File: src/rtl/sargantana_icache_pkg.sv
// Shared types for the Sargantana L1 instruction cache control path.
// Holds the way count and the controller state encoding.
package sargantana_icache_pkg;

    localparam int ICACHE_N_SET = 4;

    typedef enum logic [2:0] {
        ST_IDLE      = 3'd0,
        ST_READ      = 3'd1,
        ST_TLB_WAIT  = 3'd2,
        ST_MISS      = 3'd3,
        ST_FILL_WAIT = 3'd4,
        ST_KILL_MISS = 3'd5,
        ST_FLUSH     = 3'd6
    } ictrl_state_t;

endpackage

File: src/rtl/sargantana_icache_controller.sv
// Sargantana L1 icache control FSM: lookup, TLB wait, IFILL miss handling, flush.
// Optional macro ICTRL_PIPELINE_EN lets READ accept a new request on a hit (one response per cycle).
module sargantana_icache_controller
    import sargantana_icache_pkg::*;
(
    input  logic                    clk_i,
    input  logic                    rst_i,
    input  logic                    cache_enable_i,
    input  logic                    paddr_is_nc_i,
    input  logic                    flush_i,
    input  logic                    flush_done_i,
    input  logic                    ireq_valid_i,
    input  logic                    ireq_kill_s1_i,
    input  logic                    ireq_kill_s2_i,
    input  logic                    mmu_resp_valid_i,
    input  logic                    mmu_ex_valid_i,
    input  logic                    ifill_resp_valid_i,
    input  logic                    ifill_resp_ack_i,
    input  logic                    ifill_sent_ack_i,
    input  logic [ICACHE_N_SET-1:0] cline_hit_i,
    output logic                    iresp_ready_o,
    output logic                    iresp_valid_o,
    output logic                    cmp_enable_o,
    output logic                    cache_rd_ena_o,
    output logic                    cache_wr_ena_o,
    output logic                    treq_valid_o,
    output logic                    ifill_req_valid_o,
    output logic                    flush_en_o,
    output logic                    miss_o
);

    ictrl_state_t state_q, state_d;
    logic         nc_q, nc_d;
    logic         hit;
    logic         new_req;

    assign hit     = cache_enable_i & ~paddr_is_nc_i & (|cline_hit_i);
    assign new_req = ireq_valid_i & ~ireq_kill_s1_i;

    always_ff @(posedge clk_i) begin
        if (rst_i) begin
            state_q <= ST_IDLE;
            nc_q    <= 1'b0;
        end else begin
            state_q <= state_d;
            nc_q    <= nc_d;
        end
    end

    always_comb begin
        state_d           = state_q;
        nc_d              = nc_q;
        iresp_ready_o     = 1'b0;
        iresp_valid_o     = 1'b0;
        cmp_enable_o      = 1'b0;
        cache_rd_ena_o    = 1'b0;
        cache_wr_ena_o    = 1'b0;
        treq_valid_o      = 1'b0;
        ifill_req_valid_o = 1'b0;
        flush_en_o        = 1'b0;
        miss_o            = 1'b0;

        case (state_q)
            ST_IDLE: begin
                iresp_ready_o = 1'b1;
                if (flush_i) begin
                    state_d = ST_FLUSH;
                end else if (new_req) begin
                    cache_rd_ena_o = 1'b1;
                    treq_valid_o   = 1'b1;
                    state_d        = ST_READ;
                end
            end

            ST_READ: begin
                cmp_enable_o = 1'b1;
`ifdef ICTRL_PIPELINE_EN
                iresp_ready_o = 1'b1;
`endif
                if (ireq_kill_s2_i) begin
                    state_d = ST_IDLE;
                end else if (!mmu_resp_valid_i) begin
                    state_d = ST_TLB_WAIT;
                end else if (mmu_ex_valid_i || hit) begin
                    iresp_valid_o = 1'b1;
                    state_d       = ST_IDLE;
`ifdef ICTRL_PIPELINE_EN
                    // Overlap the next lookup with this response.
                    if (new_req) begin
                        cache_rd_ena_o = 1'b1;
                        treq_valid_o   = 1'b1;
                        state_d        = ST_READ;
                    end
`endif
                end else begin
                    miss_o            = 1'b1;
                    ifill_req_valid_o = 1'b1;
                    nc_d              = ~cache_enable_i | paddr_is_nc_i;
                    state_d           = ST_MISS;
                end
            end

            ST_TLB_WAIT: begin
                treq_valid_o = 1'b1;
                if (ireq_kill_s2_i) begin
                    state_d = ST_IDLE;
                end else if (mmu_resp_valid_i) begin
                    cache_rd_ena_o = 1'b1;
                    state_d        = ST_READ;
                end
            end

            ST_MISS: begin
                ifill_req_valid_o = 1'b1;
                if (ireq_kill_s2_i) begin
                    // Outstanding fill still completes; only the response is dropped.
                    if (ifill_sent_ack_i && ifill_resp_valid_i) begin
                        cache_wr_ena_o = ~nc_q;
                    end
                    state_d = (ifill_sent_ack_i && ifill_resp_ack_i) ? ST_IDLE : ST_KILL_MISS;
                end else if (ifill_sent_ack_i) begin
                    if (ifill_resp_valid_i) begin
                        cache_wr_ena_o = ~nc_q;
                        iresp_valid_o  = 1'b1;
                    end
                    state_d = ifill_resp_ack_i ? ST_IDLE : ST_FILL_WAIT;
                end
            end

            ST_FILL_WAIT: begin
                if (ireq_kill_s2_i) begin
                    cache_wr_ena_o = ifill_resp_valid_i & ~nc_q;
                    state_d        = ifill_resp_ack_i ? ST_IDLE : ST_KILL_MISS;
                end else begin
                    if (ifill_resp_valid_i) begin
                        cache_wr_ena_o = ~nc_q;
                        iresp_valid_o  = 1'b1;
                    end
                    if (ifill_resp_ack_i) begin
                        state_d = ST_IDLE;
                    end
                end
            end

            ST_KILL_MISS: begin
                cache_wr_ena_o = ifill_resp_valid_i & ~nc_q;
                if (ifill_resp_ack_i) begin
                    state_d = ST_IDLE;
                end
            end

            ST_FLUSH: begin
                flush_en_o = 1'b1;
                if (flush_done_i) begin
                    state_d = ST_IDLE;
                end
            end

            default: state_d = ST_IDLE;
        endcase

        // Nothing leaves the controller while reset is held.
        if (rst_i) begin
            iresp_ready_o     = 1'b0;
            iresp_valid_o     = 1'b0;
            cmp_enable_o      = 1'b0;
            cache_rd_ena_o    = 1'b0;
            cache_wr_ena_o    = 1'b0;
            treq_valid_o      = 1'b0;
            ifill_req_valid_o = 1'b0;
            flush_en_o        = 1'b0;
            miss_o            = 1'b0;
        end
    end

endmodule

File: config.mk
export PLATFORM = sky130hd
export DESIGN_NAME = sargantana_icache_controller
export DESIGN_NICKNAME = d
export VERILOG_FILES = /design/src/rtl/sargantana_icache_pkg.sv /design/src/rtl/sargantana_icache_controller.sv
export SDC_FILE = /design/constraint.sdc
export NUM_CORES = 1
export LEC_CHECK = 0
export CAP_MARGIN = 20
export CORE_MARGIN = 3
export CORE_UTILIZATION = 32
export DETAILED_ROUTE_END_ITERATION = 10
export PLACE_DENSITY_LB_ADDON = 0.15
export SLEW_MARGIN = 20
export SYNTH_ARGS = -nofsm -noshare
export SYNTH_HDL_FRONTEND = slang
export SYNTH_SLANG_ARGS = --single-unit
File: constraint.sdc
create_clock -name clk_i -period 3.9 [get_ports clk_i]
set_clock_uncertainty 0.15 [all_clocks]
set_input_delay 0.585 -clock clk_i [delete_from_list [all_inputs] [get_ports clk_i]]
set_output_delay 0.585 -clock clk_i [all_outputs]
set_load 0.05 [all_outputs]
==> results_dict.tcl, run 1 <==
set metrics [dict create \
    seq_area_frac_synth_pct 15.4 \
    period_needed_ps 3430 \
    fp.coreArea_um2 1420 \
    grt_pass1_vias 571 \
    hp-class "reg2reg" \
    startpoint_type "input port" \
    yosys_warnings 0 \
    power_leakage_nw 0.282 \
    die_w_um 46.3 \
    synth_area_um2 519 \
    syn_to_final_growth_pct 56.6 \
    drc 0 \
    setup_viol 0 \
    status "completed" \
    synth_ff_type "dfxtp_1" \
    post_cts_buffers 0 \
    grt_max_degree 18 \
    max_freq_mhz 291 \
    ys_seq_elements 4 \
    insertion_delay_ps 230 \
    slowest_stage "clkdlybuf4s50_1" \
    design_area_um2 813 \
    cts_tree "done" \
    power_density_nw_per_um2 331 \
    die_area_um2 2140 \
    numCtsBuffers 3 \
    postSynthAreaPerCell_um2 7.02 \
    worst_slack_ps 466 \
    synth_cell_types 33 \
    cp-end-kind "primary output" \
    async_flop_share_pct 0 \
    final_max_slew_viol_count 0 \
    path_class "in2out" \
    fillers 131 \
    vias_per_cell 5.76 \
    avgRoutedWirePerCell_um 13.4 \
    final_core_util_pct 57.5 \
    drt_iter0_drc 7 \
    num_vias 651 \
    ant_nets 0 \
    start_util_pct 36.7 \
    cpPeakStageDelay_ps 860 \
    synth_edf_count 0 \
    maxCapViolCount 0 \
    power_mw 0.270 \
    synth_nets 92 \
    fp-row-count 13 \
    ir_drop_uv 298 \
    io_buffer_count 26 \
    dp_slack_ps 478 \
    syn_inst 74 \
    wl_um 1510 \
    hold_viol 0 \
    required_ps 3160 \
    root_buffer "clkbuf_4" \
    diodes 0 \
    grt_pass1_wl_um 2460 \
    h-tree-depth 1 \
    cts_hold_buf 0 \
    worst_setup_hold_path_clk_slew_ps 40 \
    cts_sinks 4 \
    slew-limit-headroom_pct 65.1 \
    fin_cells 113 \
    antenna_found_initial 0 \
    critPathMaxFanout 3 \
    clock_path_buffers 2 \
    gr-usage-all-layers_pct 15.9 \
    drtPass1Iterations 4 \
    path_cells "clkdlybuf4s50_1, nor4_1, nor2b_1, a21oi_1, nor4_1, clkdlybuf4s50_1" \
    ioPinCount 27 \
    tightest_slew_ps 523 \
    dp.cells 110 \
    fin_nets 118 \
    die_height_um 46.3 \
    grt_setup_unrepaired "no" \
    holdWs_ps 356 \
    tns_ps 0 \
    dpl_cell_area_um2 791 \
    drive_gt1_share_pct 14.3 \
    globalplace.congestion 0.806 \
    cts-resized-gates 0 \
    hpwl_um 1170 \
    arrival_ps 2700 \
    finalCritPeriodShare_pct 88.0 \
    grt_remaining_overflow 0 \
]
## cell usage after synthesis (2+ instances only)
master / count / area [um2]
a211oi_1: 2 / 15.0
a21oi_1: 4 / 20.0
a221oi_1: 2 / 17.5
clkbuf_1: 5 / 18.8
dfxtp_1: 4 / 80.1
inv_1: 4 / 15.0
nand2_1: 4 / 15.0
nand2b_1: 6 / 37.5
nor2_1: 10 / 37.5
nor2b_1: 3 / 18.8
nor3_1: 6 / 30.0
nor4_1: 3 / 18.8
## kinds of logic after synthesis
kind of cell / Yosys count / synth area share, %
simple gates: 39 / 40.7
compound gates: 20 / 34.5
buf+inv: 10 / 7.23
flops: 4 / 15.4
mux: 1 / 2.17
## report_power, final
part | internal (mW) | total, mW | switching (mW)
logic | 0.0672 | 0.147 | 0.0799
clock network | 0.0344 | 0.0504 | 0.0161
registers | 0.0478 | 0.0720 | 0.0242
total | 0.149 | 0.270 | 0.120
## per-layer routing
layer / up-vias / GRT usage, % / part of all wire [%]
met5: - / 0 / 0
met4: 0 / 6.82 / 0.53
met3: 2 / 2.34 / 4.9
met2: 18 / 23.1 / 49
met1: 305 / 22.8 / 46
li1: 326 / - / -
## worst max-delay path: cells and delay by family
| family | cells | cell delay, ps |
|---|---|---|
| AO/OA/AOI/OAI | 1 | 60 |
| buffers and inverters | 2 | 1320 |
| AND/OR/NAND/NOR | 3 | 740 |
## final timing paths
kind | start | to | slack, ps | cells past startpoint
worst min-delay path | nc_q | nc_q | 360 | 2
worst min register to register | nc_q | nc_q | 360 | 2
worst max-delay path | flush_i | cache_rd_ena_o | 470 | 6
worst max register to register | state_q[1] | state_q[0] | 1890 | 5
## registers in the layout (all words and copies together) (netlist names)
register	flops
nc_q	1
state_q	3
## area by class of cell
type / instances / area [um2] / area share [%]
well taps: 15 / 18.8 / 2.31
clock buffers: 3 / 22.5 / 2.77
multi-input cells: 60 / 402 / 49.4
repair buffers: 27 / 275 / 33.8
flip-flops and latches: 4 / 80.1 / 9.85
inverters: 4 / 15.0 / 1.85
## placed cells by master (no fill, tap or decap), drive strengths merged, types with 2 or more instances in the layout
cell	n
a2111oi	2
a211oi	3
a21oi	4
a221oi	2
and2	2
buf	3
clkbuf	3
clkdlybuf4s50	24
dfxtp	4
inv	4
nand2	4
nand2b	6
nor2	10
nor2b	3
nor3	6
nor4	3
(Power assumes the default switching activity.)
==> run 2, diff against run 1 <==
--- a/config.mk
+++ b/config.mk
@@ -8,7 +8,9 @@
 export CAP_MARGIN = 20
 export CORE_MARGIN = 3
 export CORE_UTILIZATION = 32
+export CTS_CLUSTER_DIAMETER = 80
 export DETAILED_ROUTE_END_ITERATION = 10
+export MAX_ROUTING_LAYER = met4
 export PLACE_DENSITY_LB_ADDON = 0.15
 export SLEW_MARGIN = 20
 export SYNTH_ARGS = -nofsm -noshare
==> results of run 2 <==
Same layout as run 1: the final DEF is identical, and so are final timing and power.
Among the figures that moved: final weighted congestion in routability-driven placement 0.806 -> 0.818; overall routing resource usage 15.9% -> 16.3%
==> run 3, diff against run 2 <==
--- a/config.mk
+++ b/config.mk
@@ -8,10 +8,12 @@
 export CAP_MARGIN = 20
 export CORE_MARGIN = 3
 export CORE_UTILIZATION = 32
+export CTS_BUF_LIST = sky130_fd_sc_hd__clkbuf_8
 export CTS_CLUSTER_DIAMETER = 80
 export DETAILED_ROUTE_END_ITERATION = 10
+export GPL_TIMING_DRIVEN = 0
 export MAX_ROUTING_LAYER = met4
-export PLACE_DENSITY_LB_ADDON = 0.15
+export PLACE_DENSITY = 0.77
 export SLEW_MARGIN = 20
 export SYNTH_ARGS = -nofsm -noshare
 export SYNTH_HDL_FRONTEND = slang
==> results_dict.tcl, run 3 (synthesis gave the netlist of run 1 again) <==
set metrics [dict create \
    status "completed" \
    wl_um 1560 \
    grt_setup_unrepaired "no" \
    hp-start "nc_q" \
    die_w_um 46.3 \
    required_ps 3160 \
    finalCritPeriodShare_pct 92.5 \
    hpwl_um 1240 \
    drive_gt1_share_pct 10.7 \
    worst_setup_hold_path_clk_slew_ps 30 \
    whs_path_depth 2 \
    antenna_found_initial 0 \
    dp.cells 115 \
    r2r_slack_ps 1910 \
    startpoint_type "input port" \
    fp.coreArea_um2 1420 \
    hold_viol 0 \
    mostFrequentLayoutCells "clkdlybuf4s50_1, nor2_1, nor3_1, nand2b_1, clkbuf_1" \
    insertion_delay_ps 220 \
    path_buf_inv 2 \
    drt_iter0_drc 22 \
    die_height_um 46.3 \
    slew-limit-headroom_pct 66.2 \
    diodes 0 \
    slowest_stage "or4_4" \
    ir_drop_uv 244 \
    final_common_cell "clkdlybuf4s50_1" \
    hp-class "reg2reg" \
    top_layer "met4" \
    grt_max_degree 11 \
    syn_to_final_growth_pct 61.9 \
    dp_slack_ps -39.2 \
    cts_sinks 4 \
    power_density_nw_per_um2 373 \
    worst_slack_ps 291 \
    root_buffer "clkbuf_8" \
    grt_pass1_wl_um 2690 \
    largest_register_ffs 3 \
    maxCapViolCount 0 \
    grt_pass1_vias 624 \
    ant_nets 0 \
    avgRoutedWirePerCell_um 13.3 \
    cts_hold_buf 0 \
    met1_length_um 696 \
    period_needed_ps 3610 \
    rr_startpoint "state_q[2]" \
    ioPinCount 27 \
    vias_per_cell 5.64 \
    top_register "state_q" \
    path_class "in2out" \
    gr-usage-all-layers_pct 18.0 \
    cp-end-kind "primary output" \
    arrival_ps 2870 \
    grt_remaining_overflow 0 \
    max_freq_mhz 277 \
    fin_nets 123 \
    tightest_slew_ps 506 \
    setup_viol 0 \
    wl_met3_um 108 \
    top_regs "state_q: 3 flops, nc_q: 1 flops" \
    cts_tree "done" \
    drc 0 \
    fin_cells 118 \
    r2r_cells 5 \
    critPathMaxFanout 5 \
    hold_end "nc_q" \
    globalplace.congestion 0.902 \
    path_cells "clkdlybuf4s50_1, or4_4, a2111oi_4, nor2_1, nor3_1, dlygate4sd2_1" \
    drtPass1Iterations 4 \
    num_vias 665 \
    die_area_um2 2140 \
    final_max_slew_viol_count 0 \
    io_buffer_count 26 \
    clock_path_buffers 2 \
    numCtsBuffers 3 \
    worstReg2RegEnd "state_q[0]" \
    post_cts_buffers 0 \
    h-tree-depth 1 \
    cpPeakStageDelay_ps 550 \
    start_util_pct 36.7 \
    critical_path.top_delay_family "buffers and inverters" \
    fp-row-count 13 \
    dr_wl_met2_um 713 \
    power_leakage_nw 0.308 \
]
==> run 3: cell type report <==
cell class	instances	area (um2)
buffer	6	22.5
clock buffer	3	41.3
fill	140	574
inverter	4	15.0
multi-input combinational	60	402
sequential	4	80.1
tap	15	18.8
timing repair buffer	26	262
==> run 3: worst min-delay path, cell delays in order, from the launching register on <==
cell and delay [ps]:
dfxtp_1 300, nor2_1 90, a211oi_1 50
==> run 3: worst max path at each step <==
stage                        start  cells after the start  slack, ps                end
CTS                 cline_hit_i[1]                      5         40             miss_o
floorplan           cline_hit_i[1]                      4        430  ifill_req_valid_o
global route        cline_hit_i[1]                      6        160  ifill_req_valid_o
finish              cline_hit_i[1]                      6        290  ifill_req_valid_o
global placement    cline_hit_i[1]                      6        -20  ifill_req_valid_o
detailed placement  cline_hit_i[1]                      6        -40  ifill_req_valid_o
==> run 3: metrics by stage <==
step	utilization [%]	cell area (um2)	power [mW]	hold WS, ps	setup TNS [ps]
after floorplan	-	519	0.171	328	0
after global placement	56.4	798	0.222	343	-17.0
after detailed placement	56.4	798	0.223	346	-39.2
after CTS	59.2	838	0.314	350	0
after global routing	59.4	841	0.335	418	0
final	59.4	841	0.314	345	0
==> run 3: where the power goes <==
group | internal, mW | total, mW | switching (mW) | leakage (nW)
logic | 0.0698 | 0.167 | 0.0975 | 0.253
clock network | 0.0660 | 0.0895 | 0.0236 | 0.0216
registers | 0.0479 | 0.0571 | 0.00915 | 0.0328
==> run 3: timing repair <==
action,CTS,global route
endpoints found under the setup margin,1,1
resized for setup,1,1
pin swaps,0,0
==> run 3: metal layers <==
layer / GRT usage [%] / vias to the layer above
met5: - / -
met4: 8.52 / 0
met3: 2.34 / 6
met2: 24.2 / 29
met1: 25.8 / 296
li1: - / 334
